`config.mk`:
```
export PLATFORM = sky130hd
export DESIGN_NAME = comp_serial_ctrl
export DESIGN_NICKNAME = d
export VERILOG_FILES = /design/src/rtl/comp_serial_ctrl.sv
export SDC_FILE = /design/constraint.sdc
export NUM_CORES = 1
export LEC_CHECK = 0
export CAP_MARGIN = 0
export CORE_ASPECT_RATIO = 0.6
export CORE_MARGIN = 5
export CORE_UTILIZATION = 50
export CTS_CLUSTER_SIZE = 10
export DETAILED_ROUTE_END_ITERATION = 10
export PLACE_DENSITY = 0.86
export SLEW_MARGIN = 0
export SYNTH_ARGS = -nofsm -noshare
export SYNTH_HDL_FRONTEND = slang
export SYNTH_SLANG_ARGS = --single-unit
```
`constraint.sdc`:
```
create_clock -name clk -period 5.1 [get_ports clk]
set_input_delay 1.53 -clock clk [delete_from_list [all_inputs] [get_ports clk]]
set_output_delay 1.53 -clock clk [all_outputs]
set_load 0.1 [all_outputs]
```
`src/rtl/comp_serial_ctrl.sv`:
```
// Serial WIDTH-bit magnitude compare driven through an external 2-bit G/L/E comparator, MSB slice first.
// Optional macro COMP_EARLY_EXIT_EN: finish as soon as the first valid G or L slice is sampled.
module comp_serial_ctrl #(
  parameter int WIDTH = 8
) (
  input  logic             clk,
  input  logic             rst_n,
  input  logic             start,
  input  logic [WIDTH-1:0] a,
  input  logic [WIDTH-1:0] b,
  output logic             busy,
  output logic             done,
  output logic             gt,
  output logic             lt,
  output logic             eq,
  output logic             err,
  output logic [1:0]       cmp_p,
  output logic [1:0]       cmp_q,
  input  logic             cmp_g,
  input  logic             cmp_l,
  input  logic             cmp_e
);
  localparam int SLICES = WIDTH / 2;
  localparam int IDXW = (SLICES > 1) ? $clog2(SLICES) : 1;
  localparam logic [IDXW-1:0] LAST_IDX = IDXW'(SLICES - 1);

  generate
    if ((WIDTH % 2) != 0 || WIDTH < 2) begin : g_width_check
      $error("comp_serial_ctrl: WIDTH must be even and >= 2");
    end
  endgenerate

  typedef enum logic [1:0] {IDLE, RUN, DONE} state_t;

  state_t           state, state_next;
  logic [WIDTH-1:0] a_sh, a_sh_next, b_sh, b_sh_next;
  logic [IDXW-1:0]  idx, idx_next;
  logic             dec_g, dec_g_next, dec_l, dec_l_next;
  logic             err_acc, err_acc_next;
  logic             gt_next, lt_next, eq_next, err_next;
  logic             sample_ok, finish;

  logic [1:0] a_sl [SLICES];
  logic [1:0] b_sl [SLICES];

  for (genvar gi = 0; gi < SLICES; gi++) begin : g_slice
    assign a_sl[gi] = a_sh[2*gi +: 2];
    assign b_sl[gi] = b_sh[2*gi +: 2];
  end

  // Comparator inputs come only from the shadow registers and the slice index.
  assign cmp_p = (state == RUN) ? a_sl[idx] : 2'b00;
  assign cmp_q = (state == RUN) ? b_sl[idx] : 2'b00;
  assign busy  = (state == RUN);
  assign done  = (state == DONE);

  assign sample_ok = ({cmp_g, cmp_l, cmp_e} == 3'b100) ||
                     ({cmp_g, cmp_l, cmp_e} == 3'b010) ||
                     ({cmp_g, cmp_l, cmp_e} == 3'b001);

  always_comb begin
    state_next   = state;
    a_sh_next    = a_sh;
    b_sh_next    = b_sh;
    idx_next     = idx;
    dec_g_next   = dec_g;
    dec_l_next   = dec_l;
    err_acc_next = err_acc;
    gt_next      = gt;
    lt_next      = lt;
    eq_next      = eq;
    err_next     = err;
    finish       = 1'b0;
    case (state)
      IDLE, DONE: begin
        state_next = IDLE;
        if (start) begin
          state_next   = RUN;
          a_sh_next    = a;
          b_sh_next    = b;
          idx_next     = LAST_IDX;
          dec_g_next   = 1'b0;
          dec_l_next   = 1'b0;
          err_acc_next = 1'b0;
          gt_next      = 1'b0;
          lt_next      = 1'b0;
          eq_next      = 1'b0;
          err_next     = 1'b0;
        end
      end
      RUN: begin
        if (!sample_ok) err_acc_next = 1'b1;
        // First valid G or L wins; later slices are only fault-checked.
        if (sample_ok && !dec_g && !dec_l) begin
          dec_g_next = cmp_g;
          dec_l_next = cmp_l;
        end
`ifdef COMP_EARLY_EXIT_EN
        finish = (idx == '0) || (sample_ok && (cmp_g || cmp_l));
`else
        finish = (idx == '0);
`endif
        if (finish) begin
          state_next = DONE;
          gt_next    = !err_acc_next && dec_g_next;
          lt_next    = !err_acc_next && dec_l_next;
          eq_next    = !err_acc_next && !dec_g_next && !dec_l_next;
          err_next   = err_acc_next;
        end else begin
          idx_next = idx - 1'b1;
        end
      end
      default: state_next = IDLE;
    endcase
  end

  always_ff @(posedge clk or negedge rst_n) begin
    if (!rst_n) begin
      state   <= IDLE;
      a_sh    <= '0;
      b_sh    <= '0;
      idx     <= LAST_IDX;
      dec_g   <= 1'b0;
      dec_l   <= 1'b0;
      err_acc <= 1'b0;
      gt      <= 1'b0;
      lt      <= 1'b0;
      eq      <= 1'b0;
      err     <= 1'b0;
    end else begin
      state   <= state_next;
      a_sh    <= a_sh_next;
      b_sh    <= b_sh_next;
      idx     <= idx_next;
      dec_g   <= dec_g_next;
      dec_l   <= dec_l_next;
      err_acc <= err_acc_next;
      gt      <= gt_next;
      lt      <= lt_next;
      eq      <= eq_next;
      err     <= err_next;
    end
  end
endmodule
```
==> reports/qor.yml <==
worst_setup_path:
  worstReg2RegStart: "idx[0]"
  startpoint: "idx[0]"
  crit_arrival_ns: 2.58
  crit_required_ns: 3.57
  r2r_slack_ns: 3.38
  critPathKind: "register to primary output"
  reg2reg_depth: 5
  r2r-end: "idx[1]"
  crit_path_end: "cmp_q[1]"
  critPathMaxFanout: 7
  cp-end-kind: "primary output"
  crit_path_start_kind: "register"
placement:
  io_buffers: 31
  dp_hpwl_mm: 2.07
  gp_congestion: 0.769
grt:
  gr-total-overflow: 0
  antenna_found_initial: 0
  grt_max_degree: 28
  grt_pass1_vias: 1005
  grt_pass1_wl_mm: 4.66
  grtUsageTotal_pct: 17.1
synth:
  syn_area_sq_um: 1230
  ys_top_cells_by_area: "dfrtp_1 (51%), nand2_1 (15%), mux4_2 (7.3%)"
  syn_area_per_cell_sq_um: 9.63
  synth_cell_types: 25
  syn_nets: 151
  syn_inst: 128
  synthDominantCellAreaShare_pct: 50.8
  yosys.area.top_type: "dfrtp_1"
  synth_seq_area_share_pct: 55.0
  yosysWarnings: 0
  ys_seq_elements: 27
drt:
  first_pass_iters: 4
  ant_nets: 0
  wire_per_inst_um: 14.5
  vias_per_cell: 5.38
  drt_iter0_markers: 79
  wirelength_mm: 2.76
  vias: 1023
  drc: 0
status:
  status: "finished, final reports clean"
floorplanning:
  rows: 13
  core_sq_um: 2260
  top_level_ports: 32
  initial_core_util_pct: 54.5
  die_height_um: 48.5
  die_area_sq_um: 3590
  die_w_um: 74.1
pwr:
  max-vdd-ir-drop_v: 0.000347
  power_density_nw_per_um2: 702
  leakagePower_nw: 0.770
timing:
  clock-skew-final_ns: 0.0115
  fin_crit_sh_pct: 80.6
  holdWs_ns: 0.477
  maxSlewHeadroom_pct: 34.8
  rsz0062_at_grt: "no"
  min_period_ns: 4.11
  finalSetupViolations: 0
  max_slew.worst_pin.slew_ns: 0.975
  finalMaxSlewViolations: 0
  setup_tns_ns: 0
  hold_viol: 0
  clock.fmax_ghz: 0.243
worst_hold_path:
  hp-class: "register to register"
final_layout:
  area_growth_pct: 30.6
  seq_area_sq_um: 678
  final_common_cell: "nand2_1"
  post_route_cells_drive_above_1_share_pct: 6.88
  finalNetCount: 184
  layout_common_cells: "nand2_1 (50), clkdlybuf4s50_1 (31), dfrtp_1 (25)"
  fillers: 174
  multi_input_area_sq_um: 500
  n_antenna_cell: 0
clocking:
  insertion_delay_ns: 0.27
  cts_made_buffers: 3
  cts_tree: "done"
  ctsResizeCount: 0
  cts_buffer_depth: 2
  postCtsHoldBufs: 0
  htree_levels: 1
  root_buffer: "clkbuf_8"
  clkTransAtPathRegs_ns: 0.08
  clock-sinks: 27
  cts_setup_buffers: 0
flow_run:
  drv_cap: 0
per-layer routing:
metal / share of wire [%] / track usage [%]
met5: 0 / 0
met4: 1.2 / 5.12
met3: 4.6 / 4.73
met2: 48 / 26.0
met1: 46 / 23.5
stage by stage:
step / instances / total power [mW] / instance area (sq um) / worst slack, ns / util (%)
floorplan: 128 / 0.861 / 1230 / 1.51 / -
global placement: 186 / 0.989 / 1560 / 1.32 / 69.2
detailed placement: 186 / 1.01 / 1560 / 1.28 / 69.2
CTS: 190 / 1.13 / 1610 / 0.974 / 71.2
global route: 190 / 1.19 / 1610 / 0.938 / 71.2
finish: 190 / 1.13 / 1610 / 0.990 / 71.2
synth_stat cells:
| cell type | instances |
|---|---|
| a211oi_1 | 1 |
| a21oi_1 | 2 |
| a31oi_1 | 2 |
| and2_1 | 4 |
| buf_2 | 4 |
| buf_6 | 1 |
| dfrtp_1 | 25 |
| dfstp_2 | 2 |
| ha_1 | 1 |
| inv_1 | 6 |
| mux4_2 | 4 |
| nand2_1 | 50 |
| nand2b_1 | 2 |
| nand3_1 | 4 |
| nand3b_1 | 1 |
| nand4_1 | 1 |
| nor2_1 | 2 |
| nor2b_1 | 2 |
| nor3_1 | 2 |
| nor3b_1 | 1 |
| o211a_1 | 1 |
| o211ai_1 | 1 |
| o21ai_0 | 6 |
| o31ai_1 | 2 |
| xor2_1 | 1 |
report_power, final:
group,internal (mW),switching [mW],total (mW)
Sequential,0.313,0.0709,0.384
Combinational,0.196,0.430,0.626
Clock,0.0560,0.0642,0.120
worst max-delay path: stages, from the launching register on:
cell,delay (ns)
dfstp_2,0.64
mux4_2,0.52
and2_1,0.18
clkdlybuf4s50_1,0.97
cell families (layout without fill, tap and decap cells):
group	count (synthesis)	in the layout	synth area share [%]
AO/OA/AOI/OAI	15	15	7.51
buffers and inverters	11	43	4.37
flip-flops	27	27	55.0
AND/OR/NAND/NOR	69	69	24.1
multiplexers	4	4	7.31
XOR/XNOR	1	1	0.711
adder cells (fa/ha/maj)	1	1	1.02
flip-flops by register name, indices dropped and copies added (netlist names):
signal   flops
dec_l        1
eq           1
idx          2
gt           1
b_sh         8
state        2
err          1
lt           1
err_acc      1
a_sh         8
dec_g        1
worst min path at each step:
stage	cells past startpoint	slack, ns	to	from
finish	2	0.48	b_sh[2]	b_sh[2]
global route	2	0.49	b_sh[2]	b_sh[2]
CTS	2	0.48	b_sh[2]	b_sh[2]
detailed placement	2	0.46	b_sh[2]	b_sh[2]
global placement	2	0.46	a_sh[3]	a_sh[3]
floorplan	2	0.44	a_sh[4]	a_sh[4]
final cells by class:
class                      count  share of cell area [%]
clock buffer                   4                    2.80
inverter                       6                    1.40
multi-input combinational     90                    31.1
sequential                    27                    42.1
tap                           30                    2.33
timing repair buffer          33                    20.2
No activity file was read; power rests on OpenSTA's default activity.
